===== config.mk =====
export PLATFORM = sky130hd
export DESIGN_NAME = fetch_unit
export DESIGN_NICKNAME = d
export VERILOG_FILES = /design/src/rtl/fetch_unit.sv
export SDC_FILE = /design/constraint.sdc
export NUM_CORES = 1
export LEC_CHECK = 0
export CELL_PAD_IN_SITES_DETAIL_PLACEMENT = 1
export CELL_PAD_IN_SITES_GLOBAL_PLACEMENT = 2
export CORE_MARGIN = 2
export CORE_UTILIZATION = 32
export DETAILED_ROUTE_END_ITERATION = 12
export GPL_TIMING_DRIVEN = 0
export PLACE_DENSITY_LB_ADDON = 0.1
export SYNTH_ARGS = -nofsm -noshare
export SYNTH_HDL_FRONTEND = slang
export SYNTH_SLANG_ARGS = --single-unit

===== constraint.sdc =====
create_clock -name clk -period 5.7 [get_ports clk]
set_input_delay 0.57 -clock clk [delete_from_list [all_inputs] [get_ports clk]]
set_output_delay 0.57 -clock clk [all_outputs]
set_load 0.03 [all_outputs]

===== src/rtl/fetch_unit.sv =====
// -----------------------------------------------------------------------------
// fetch_unit
//   Instruction fetch stage. Owns the program counter, issues one instruction
//   memory request at a time and holds the returned word for the IF/ID
//   register until downstream consumes it (pc_write) or a branch redirect
//   squashes it.
//
//   state | meaning
//   ------+-----------------------------------------------------------------
//   FETCH | request pc, waiting for imem_ready
//   WAIT  | request accepted, waiting for imem_rvalid
//   HOLD  | valid instruction held; next request overlaps consumption
//   DROP  | redirected while a response was in flight; discard it
//
// Ports
//   clk, reset        clock (rising edge), asynchronous active-low reset
//   pc_write          1 = held instruction consumed this edge, 0 = stall
//   redirect          branch/jump taken, redirect_pc is the new target
//   imem_req/addr     request channel, accepted on imem_req & imem_ready
//   imem_rvalid/rdata response channel, one pulse per accepted request
//   IF_instruction    held instruction, NOP_INSTR when not valid
//   IF_pcplus4        address of held instruction + 4
//   IF_valid          IF_instruction holds a real fetched instruction
// -----------------------------------------------------------------------------
module fetch_unit #(
  parameter logic [31:0] RESET_PC  = 32'h0000_0000,
  parameter logic [31:0] NOP_INSTR = 32'hFC00_0000
) (
  input  logic        clk,
  input  logic        reset,
  input  logic        pc_write,
  input  logic        redirect,
  input  logic [31:0] redirect_pc,
  output logic        imem_req,
  output logic [31:0] imem_addr,
  input  logic        imem_ready,
  input  logic        imem_rvalid,
  input  logic [31:0] imem_rdata,
  output logic [31:0] IF_instruction,
  output logic [31:0] IF_pcplus4,
  output logic        IF_valid
);

  typedef enum logic [1:0] {
    ST_FETCH = 2'd0,
    ST_WAIT  = 2'd1,
    ST_HOLD  = 2'd2,
    ST_DROP  = 2'd3
  } state_e;

  state_e      state_q, state_d;
  logic [31:0] pc_q, pc_d;
  logic [31:0] req_pc_q, req_pc_d;
  logic [31:0] instr_q, instr_d;
  logic [31:0] pcplus4_q, pcplus4_d;
  logic        valid_q, valid_d;

  logic [31:0] target_pc;
  logic        accept;
  logic        unused_target_lsbs;

  // Targets are word aligned; low bits of redirect_pc carry no meaning here.
  assign target_pc          = {redirect_pc[31:2], 2'b00};
  assign unused_target_lsbs = ^redirect_pc[1:0];

  // Request is combinational on pc_write/redirect so a HOLD-state fetch can
  // issue in the same cycle the held instruction is consumed.
  always_comb begin
    imem_req = 1'b0;
    if (!redirect) begin
      case (state_q)
        ST_FETCH: imem_req = 1'b1;
        ST_HOLD:  imem_req = pc_write;
        default:  imem_req = 1'b0;
      endcase
    end
  end

  assign imem_addr = pc_q;
  assign accept    = imem_req & imem_ready;

  always_comb begin
    state_d   = state_q;
    pc_d      = pc_q;
    req_pc_d  = req_pc_q;
    instr_d   = instr_q;
    pcplus4_d = pcplus4_q;
    valid_d   = valid_q;

    if (redirect) begin
      pc_d    = target_pc;
      valid_d = 1'b0;
      instr_d = NOP_INSTR;
      // A request still in flight must be drained before a new one issues.
      if ((state_q == ST_WAIT || state_q == ST_DROP) && !imem_rvalid) begin
        state_d = ST_DROP;
      end else begin
        state_d = ST_FETCH;
      end
    end else begin
      case (state_q)
        ST_FETCH: begin
          if (accept) begin
            req_pc_d = pc_q;
            pc_d     = pc_q + 32'd4;
            state_d  = ST_WAIT;
          end
        end
        ST_WAIT: begin
          if (imem_rvalid) begin
            instr_d   = imem_rdata;
            pcplus4_d = req_pc_q + 32'd4;
            valid_d   = 1'b1;
            state_d   = ST_HOLD;
          end
        end
        ST_HOLD: begin
          if (pc_write) begin
            valid_d = 1'b0;
            instr_d = NOP_INSTR;
            if (accept) begin
              req_pc_d = pc_q;
              pc_d     = pc_q + 32'd4;
              state_d  = ST_WAIT;
            end else begin
              state_d  = ST_FETCH;
            end
          end
        end
        ST_DROP: begin
          if (imem_rvalid) begin
            state_d = ST_FETCH;
          end
        end
        default: state_d = ST_FETCH;
      endcase
    end
  end

  always_ff @(posedge clk or negedge reset) begin
    if (!reset) begin
      state_q   <= ST_FETCH;
      pc_q      <= RESET_PC;
      req_pc_q  <= 32'd0;
      instr_q   <= NOP_INSTR;
      pcplus4_q <= 32'd0;
      valid_q   <= 1'b0;
    end else begin
      state_q   <= state_d;
      pc_q      <= pc_d;
      req_pc_q  <= req_pc_d;
      instr_q   <= instr_d;
      pcplus4_q <= pcplus4_d;
      valid_q   <= valid_d;
    end
  end

  assign IF_instruction = instr_q;
  assign IF_pcplus4     = pcplus4_q;
  assign IF_valid       = valid_q;

endmodule


==> results of run 1 <==
final cells by class:
cell class / count / area share, %
Multi-Input combinational cell: 385 / 30.2
Buffer: 34 / 1.82
Timing Repair Buffer: 161 / 19.5
Clock buffer: 17 / 5.09
Inverter: 10 / 0.449
Sequential cell: 125 / 37.5
Clock inverter: 14 / 2.05
Tap cell: 229 / 3.43
registers in the layout (all words and copies together) (netlist names):
| register | cells |
|---|---|
| IF_valid | 1 |
| imem_addr | 30 |
| state_q | 2 |
| req_pc_q | 30 |
| IF_pcplus4 | 30 |
| IF_instruction | 32 |
where the power goes:
group	switching, W	internal (W)
Clock	0.000411	0.000684
Sequential	0.000195	0.00109
Combinational	0.000543	0.000436
Total	0.00115	0.00221
through the flow:
step / instance area (µm²) / hold WS [ns] / utilization, % / cells
2_1_floorplan: 5850 / 0.274 / - / 554
3_3_place_gp: 7740 / 0.464 / 43.1 / 943
3_5_place_dp: 7770 / 0.457 / 43.2 / 944
4_1_cts: 8360 / 0.00254 / 46.6 / 975
5_1_grt: 8360 / 0.0134 / 46.6 / 975
6_report: 8360 / -0.00197 / 46.6 / 975
synthesized netlist by cell type, drive strengths merged:
library cell / number
nor2: 16
or4: 2
nand4: 12
ha: 2
conb: 1
inv: 9
a32oi: 1
xor2: 17
and3b: 1
nor2b: 1
o21ai: 49
a22o: 26
nor3: 17
and2: 5
nand2b: 2
mux2: 26
o211ai: 6
clkbuf: 23
o221ai: 3
o22ai: 3
dfstp: 6
a31o: 2
a221o: 4
clkinv: 1
nand3: 29
nand2: 81
nor3b: 3
xnor2: 27
o22a: 6
buf: 11
mux2i: 1
and3: 13
o311ai: 5
dfrtp: 119
or3: 3
and4: 5
nor4: 7
a21oi: 6
metal layers:
| layer | share of wire [%] | wire, µm | vias up | GRT usage (%) |
|---|---|---|---|---|
| met3 | 3.8 | 679 | 15 | 4.25 |
| li1 | - | - | 2341 | - |
| met2 | 49 | 8780 | 114 | 31.7 |
| met1 | 46 | 8190 | 2464 | 25.1 |
| met5 | 0 | 0 | - | 0 |
| met4 | 1.2 | 214 | 0 | 4.94 |
final timing paths:
path                       slack, ns                        endpoint                       from
max                             2.90                        imem_req                   pc_write
min                           -0.002  IF_instruction[11]$_DFFE_PN0P_                      reset
max reg2reg                     3.40        imem_addr[9]$_DFFE_PN0P_     state_q[1]$_DFFE_PN0P_
min reg2reg                     0.48       IF_pcplus4[3]$_DFFE_PN0P_  IF_pcplus4[3]$_DFFE_PN0P_
max in group asynchronous       4.90  IF_instruction[26]$_DFFE_PN1P_                      reset
min in group clk                0.48       IF_pcplus4[3]$_DFFE_PN0P_  IF_pcplus4[3]$_DFFE_PN0P_
logic make-up after synthesis:
group                    count (synthesis)
AND/OR/NAND/NOR                        197
flip-flops                             125
AO/OA/AOI/OAI                          111
XOR/XNOR                                44
buffers and inverters                   44
multiplexers                            27
adder cells (fa/ha/maj)                  2
other                                    1
==> results.toml, run 1 <==
[yosys]
synth-seq-area-share_pct = 53.7
ys_warn_count = 0
synth_area_um2 = 5840
yosys.area.top_type = "dfrtp_1"
muxShareOfSynthArea_pct = 5.19
synth_top_family_by_area = "simple AND/OR/NAND/NOR gates"
ys_ff_latch = 125
avgSynthCellArea_um2 = 10.6
yosysTopAreaCellShare_pct = 51.0
yosys.area_share.xor_xnor_pct = 6.60
synth_fa_ha_area_share_pct = 0.429
synth-simple-area-share_pct = 17.8
yosysUniqueCellTypes = 53
synth.area.top_cells = "dfrtp_1 (51%), nand2_1 (5.1%), xnor2_1 (4.0%)"
synth-compound-area-share_pct = 12.9
postSynthCellCount = 551

[setup_path]
crit_arrival_ns = 2.23
critPathTopFamily = "buffers and inverters"
worstSetupEndpointType = "output pin"
crit_fanout = 4
path_depth = 4
cpMostUsedCell = "clkdlybuf4s50_1"
max_stage_delay_ns = 0.71
reg2reg_depth = 7
crit_chain = "clkdlybuf4s50_1 > nand2b_1 > and2_1 > clkdlybuf4s50_1"
crit_required_ns = 5.13
slowest_stage = "clkdlybuf4s50_1"
path_class = "primary input to output pin"
critical_path_buf_inv_count = 2
start_kind = "primary input"

[sta]
maxSlewViolCount = 0
finalHoldViolations = 2
worst_hold_slack_ns = -0.00197
fin_crit_sh_pct = 49.1
min_period_ns = 2.80
final.setup.worst_slack_ns = 2.90
setup_viol = 0
rsz0062_at_grt = "no"
setup_tns_ns = 0
worstMarginPinSlew_ns = 1.10
relSlewSlack_pct = 25.9
clock_skew_ns = 0.0107
fmax_ghz = 0.358

[final_layout]
drive_above_1_share_pct = 10.5
fill_cells = 1992
area_delta_synth_final_pct = 43.2
n_antenna_cell = 0
nNetsFinal = 806
multi_input_area_um2 = 2520
regArea_um2 = 3140
layout_commonest_cell = "clkdlybuf4s50_1"
layout_common_cells = "clkdlybuf4s50_1 (159), dfrtp_1 (119), nand2_1 (80)"

[global_routing]
grt_max_degree = 101
grt_usage_pct = 19.0
antenna_found_initial = 0
grt_first_pass_wirelength_mm = 29.0
grt_overflow = 0
first_global_vias = 5263

[power_and_ir_drop]
ir_drop_mv = 0.221
powerDensity_nw_per_um2 = 401
total_power_w = 0.00335
p_leak_nw = 3.41

[clock_network]
htree_levels = 4
clockBufferDepth = 2
numCtsBuffers = 17
clock_latency_ns = 0.43
post_cts_buffers = 0
cts_root_buffer = "clkbuf_16"
cts_resized = 0
cts_tree = "yes"
cts.sinks = 125
path_clk_slew_ns = 0.06
ctsHoldBuffers = 0

[job]
drv_cap = 0

[routing]
vias = 4934
wirelength_mm = 17.9
antenna_left = 0
wire_per_inst_um = 18.3
vias_per_cell = 5.06
drt-pass1-iter-count = 6
first_iter_violations = 222
drc = 0

[die]
dieArea_um2 = 19300
die_x_um = 139
fp.dieH_um = 139
coreArea_um2 = 18000
start_util_pct = 32.5
row_count = 49
ios = 168

[placed_design]
place_ws_ns = 2.75
dp_hpwl_mm = 13.4
gp_congestion = 0.845
numPortBuffers = 160

[worst_hold_path]
hold_class = "primary input to async pin"

[run_status]
violations = "negative hold slack"
outcome = "complete, but fails checks"
Power figures use the tool's default switching activity.
==> run 2, diff against run 1 <==
--- a/config.mk
+++ b/config.mk
@@ -8,7 +8,7 @@
 export CELL_PAD_IN_SITES_DETAIL_PLACEMENT = 1
 export CELL_PAD_IN_SITES_GLOBAL_PLACEMENT = 2
 export CORE_MARGIN = 2
-export CORE_UTILIZATION = 32
+export CORE_UTILIZATION = 27
 export DETAILED_ROUTE_END_ITERATION = 12
 export GPL_TIMING_DRIVEN = 0
 export PLACE_DENSITY_LB_ADDON = 0.1
==> constraint.sdc (replaced) <==
create_clock -name clk -period 2.3 [get_ports clk]
set_input_delay 0.23 -clock clk [delete_from_list [all_inputs] [get_ports clk]]
set_output_delay 0.23 -clock clk [all_outputs]
set_load 0.03 [all_outputs]
==> run 2 against run 1 <==
The flow now finishes without violations; sequential cell count unchanged; hold slack gained 0.30 ns; final cell count is 5.0% higher; global-route usage fell by 1.8 points; combinational power is 150% higher; non-clock buffer count increased by 2; sequential share of layout area is 0.25 points lower; clock power rose by 140%; register-to-register slack got worse by 3.3 ns; critical path type is now flip-flop to output pin; critical endpoint unchanged.
==> results.toml, run 2 (same netlist as run 1, synthesis figures left out) <==
[clock_network]
htree_levels = 4
clockBufferDepth = 2
cts_tree = "yes"
cts.sinks = 125
clock_latency_ns = 0.42
numCtsBuffers = 17
cts_root_buffer = "clkbuf_16"
path_clk_slew_ns = 0.05

[setup_path]
crit_chain = "nor2_1 > and2_1 > clkdlybuf4s50_1"
slowest_stage = "clkdlybuf4s50_1"
crit_arrival_ns = 1.97
path_class = "flip-flop to output pin"
start_kind = "flip-flop"
max_stage_delay_ns = 0.71
crit_required_ns = 2.07
worstSetupEndpointType = "output pin"
crit_fanout = 7

[die]
dieArea_um2 = 22800
ios = 168
row_count = 53
fp.dieH_um = 151
coreArea_um2 = 21200
start_util_pct = 27.6
die_x_um = 151

[sta]
fin_crit_sh_pct = 95.4
rsz0062_at_grt = "no"
worstMarginPinSlew_ns = 0.704
fmax_ghz = 0.456
setup_viol = 0
relSlewSlack_pct = 52.8
min_period_ns = 2.20
finalHoldViolations = 0
final.setup.worst_slack_ns = 0.105
clock_skew_ns = 0.0117
maxSlewViolCount = 0

[global_routing]
grt_first_pass_wirelength_mm = 29.8
first_global_vias = 5346
grt_max_degree = 64
grt_usage_pct = 17.2
grt_overflow = 0
antenna_found_initial = 0

[placed_design]
dp_hpwl_mm = 14.0
numPortBuffers = 160
gp_congestion = 0.764
place_ws_ns = -0.348
place_area_um2 = 7830

[power_and_ir_drop]
powerDensity_nw_per_um2 = 978
total_power_w = 0.00824
p_leak_nw = 3.42
ir_drop_mv = 0.541

[routing]
antenna_left = 0
first_iter_violations = 265
drt-pass1-iter-count = 4
vias_per_cell = 4.78
vias = 4890
drc = 0
wirelength_mm = 18.6
wire_per_inst_um = 18.2

[final_layout]
fin_area_um2 = 8430
largest_reg_flops = 32
layout_commonest_cell = "clkdlybuf4s50_1"
layout_common_cells = "clkdlybuf4s50_1 (159), dfrtp_1 (117), nand2_1 (80)"
drive_above_1_share_pct = 11.1
final_util_pct = 39.8
area_delta_synth_final_pct = 44.3
nNetsFinal = 808
n_antenna_cell = 0

[worst_hold_path]
hold_class = "primary input to flip-flop"

[run_status]
outcome = "finished, final reports clean"

[job]
drv_cap = 0
## run 2: cell count changes in the layout (fill, tap and decap cells not counted)
cell | previous run | this run
inv_6 | 1 | 0
dfrtp_1 | 119 | 117
dfrtp_2 | 0 | 2
bufinv_16 | 3 | 2
clkinvlp_4 | 6 | 5
clkinv_4 | 2 | 4
nor3_1 | 16 | 15
buf_4 | 6 | 7
clkinv_2 | 2 | 3
dlygate4sd3_1 | 0 | 1
nor3_2 | 1 | 2
clkbuf_2 | 0 | 1
## run 2: per-stage QoR
stage / setup TNS [ns] / instances / hold WS [ns]
3_5_place_dp: -7.27 / 990 / 0.251
5_1_grt: 0 / 1024 / 0.332
6_report: 0 / 1024 / 0.299
2_1_floorplan: 0 / 554 / -0.0656
4_1_cts: 0 / 1023 / 0.280
3_3_place_gp: -498.99 / 989 / 0.465
## run 2: repair_timing
action                                  4_1_cts  5_1_grt
setup buffers                                 0        1
gates resized for setup                       1        3
hold endpoints to repair                     56        0
hold buffers                                  1        0
pin swaps                                     0        3
endpoints found under the setup margin        1       24
gates cloned                                  0        0
## run 2: power by group
part           leakage (nW)  internal (W)  total [W]  switching, W
registers              1.58       0.00269    0.00317      0.000482
logic                  1.57       0.00108    0.00244       0.00135
clock network         0.268       0.00159    0.00263       0.00104
## run 2: cell type report
type | count | area (µm²)
Fill cell | 2329 | 12700
Sequential cell | 125 | 3140
Multi-Input combinational cell | 385 | 2530
Timing Repair Buffer | 163 | 1650
Clock buffer | 18 | 429
Tap cell | 275 | 344
Buffer | 34 | 154
Clock inverter | 14 | 148
Inverter | 10 | 37.5
## run 2: worst paths after layout
kind                                           start                             to  slack [ns]  cells past startpoint
setup / recovery              state_q[0]$_DFFE_PN0P_                       imem_req        0.10                      3
hold / removal                              redirect         state_q[1]$_DFFE_PN0P_        0.30                      3
setup reg to reg            imem_addr[4]$_DFFE_PN0P_      imem_addr[15]$_DFFE_PN0P_        0.14                      5
hold reg to reg            IF_pcplus4[3]$_DFFE_PN0P_      IF_pcplus4[3]$_DFFE_PN0P_        0.48                      2
max in group asynchronous                      reset       imem_addr[7]$_DFFE_PN0P_        1.20                      3
min in group asynchronous                      reset  IF_instruction[5]$_DFFE_PN0P_        0.35                      2
## run 2: layer usage
metal	share of wire (%)	GRT usage [%]	wire length (µm)
met2	47	27.2	8780
met5	0	0	0
met1	47	23.3	8780
met3	4.4	4.31	829
met4	1.3	4.91	243
## run 2: critical path: cells and delay by family (launching register included)
kind,cells,cell delay [ns]
buffers and inverters,1,0.71
DFF,1,0.45
and+or+nand+nor,2,0.40
==> run 3, diff against run 2 <==
--- a/config.mk
+++ b/config.mk
@@ -12,6 +12,7 @@
 export DETAILED_ROUTE_END_ITERATION = 12
 export GPL_TIMING_DRIVEN = 0
 export PLACE_DENSITY_LB_ADDON = 0.1
+export SKIP_CTS_REPAIR_TIMING = 1
 export SYNTH_ARGS = -nofsm -noshare
 export SYNTH_HDL_FRONTEND = slang
 export SYNTH_SLANG_ARGS = --single-unit
==> run 3 against run 2 <==
Worst setup slack improved by 0.0029 ns; die area stayed put; wire length is essentially flat; largest power group unchanged; first-iteration DRC count down 11%.
==> results.toml, run 3 (same netlist as run 1, synthesis figures left out) <==
[worst_hold_path]
holdPathStages = 3
hp-start = "redirect"
hold_class = "primary input to flip-flop"
min_to = "state_q[1]$_DFFE_PN0P_"

[setup_path]
start_kind = "flip-flop"
crit_arrival_ns = 1.96
crit_fanout = 7
crit_chain = "nor2_1 > and2_1 > clkdlybuf4s50_1"
timing.rr.end = "imem_addr[15]$_DFFE_PN0P_"
max_stage_delay_ns = 0.70
crit_required_ns = 2.07
slowest_stage = "clkdlybuf4s50_1"
reg2reg_depth = 5
path_class = "flip-flop to output pin"
r2r_slack_ns = 0.14
critPathTopFamily = "buffers and inverters"
critical_path_buf_inv_count = 1
worstSetupEndpointType = "output pin"
reg2reg_from = "imem_addr[4]$_DFFE_PN0P_"

[routing]
antenna_left = 0
wirelength_mm = 18.6
drc = 0
drt-pass1-iter-count = 4
first_iter_violations = 237
wire_per_inst_um = 18.2
vias = 4867
vias_per_cell = 4.75

[final_layout]
drive_above_1_share_pct = 11.1
layout_commonest_cell = "clkdlybuf4s50_1"
nNetsFinal = 808
largest_reg_flops = 32
n_antenna_cell = 0
instances_no_fill = 1024
area_delta_synth_final_pct = 44.3
fill_cells = 2329
final_util_pct = 39.8
layout_common_cells = "clkdlybuf4s50_1 (159), dfrtp_1 (117), nand2_1 (80)"

[placed_design]
gp_congestion = 0.764
place_ws_ns = -0.348
dpl.cell_count = 990
numPortBuffers = 160
dp_hpwl_mm = 14.0

[run_status]
outcome = "finished, final reports clean"

[clock_network]
numCtsBuffers = 17
htree_levels = 4
cts.sinks = 125
path_clk_slew_ns = 0.05
clockBufferDepth = 2
cts_tree = "yes"
cts_root_buffer = "clkbuf_16"
clock_latency_ns = 0.42

[sta]
fmax_ghz = 0.456
relSlewSlack_pct = 52.4
setup_tns_ns = 0
maxSlewViolCount = 0
worstMarginPinSlew_ns = 0.710
setup_viol = 0
final.setup.worst_slack_ns = 0.108
clock_skew_ns = 0.0113
fin_crit_sh_pct = 95.3
worst_hold_slack_ns = 0.299
finalHoldViolations = 0
min_period_ns = 2.19
rsz0062_at_grt = "no"

[power_and_ir_drop]
ir_drop_mv = 0.541
powerDensity_nw_per_um2 = 979
power.share.switching_pct = 34.9
intPower_w = 0.00537
p_clk_share_pct = 32.0
p_leak_nw = 3.42
pwr-share-seq_pct = 38.5
pwr-share-comb_pct = 29.5
switching_power_w = 0.00288

[die]
start_util_pct = 27.6
fp.dieH_um = 151
coreArea_um2 = 21200
die_x_um = 151
dieArea_um2 = 22800
row_count = 53
ios = 168

[global_routing]
grt_max_degree = 64
grt_first_pass_wirelength_mm = 29.8
grt_overflow = 0
first_global_vias = 5340
grt_usage_pct = 17.1
antenna_found_initial = 0

[job]
drv_cap = 0
run 3: cell type report:
type | instances | area [µm²] | share of cell area (%)
well taps | 275 | 344 | 4.08
flip-flops and latches | 125 | 3140 | 37.2
inverters | 10 | 37.5 | 0.445
multi-input cells | 385 | 2530 | 30.0
repair buffers | 163 | 1650 | 19.6
clock buffers | 18 | 429 | 5.09
plain buffers | 34 | 154 | 1.83
clock inverters | 14 | 148 | 1.75
run 3: per-stage QoR:
step | cell area (µm²) | total power, W
global placement | 7800 | 0.00561
CTS | 8400 | 0.00838
finish | 8430 | 0.00825
global route | 8430 | 0.00871
floorplan | 5850 | 0.00448
detailed placement | 7830 | 0.00569
run 3: layer usage:
metal,vias up,GRT usage (%),routed length [µm]
li1,2339,-,-
met1,2382,23.3,8770
met2,123,27.2,8780
met3,23,4.31,824
met4,0,4.91,244
met5,-,0,0
run 3: worst max-delay path by stage:
stage	from	to	slack [ns]	depth (start not counted)
after global routing	imem_addr[4]$_DFFE_PN0P_	imem_addr[15]$_DFFE_PN0P_	0.005	5
after global placement	reset	IF_pcplus4[25]$_DFFE_PN0P_	-4.03	1
after CTS	state_q[1]$_DFFE_PN0P_	imem_addr[9]$_DFFE_PN0P_	-0.005	7
after floorplan	imem_addr[2]$_DFFE_PN0P_	imem_addr[30]$_DFFE_PN0P_	0.19	6
final	state_q[0]$_DFFE_PN0P_	imem_req	0.11	3
after detailed placement	pc_write	imem_addr[9]$_DFFE_PN0P_	-0.35	8
run 3: power groups by stage:
stage | combinational, W | sequential (W) | clock (W)
CTS | 0.00248 | 0.00318 | 0.00272
global route | 0.00264 | 0.00326 | 0.00281
floorplan | 0.000749 | 0.00373 | 0
finish | 0.00244 | 0.00317 | 0.00264
detailed placement | 0.00247 | 0.00322 | 0
global placement | 0.00242 | 0.00319 | 0
run 3: worst reg2reg max path: cells and delay by family, from the launching register on:
family | cells | cell delay, ns
flip-flops | 1 | 0.53
AND/OR/NAND/NOR | 3 | 0.99
AO/OA/AOI/OAI | 2 | 0.52
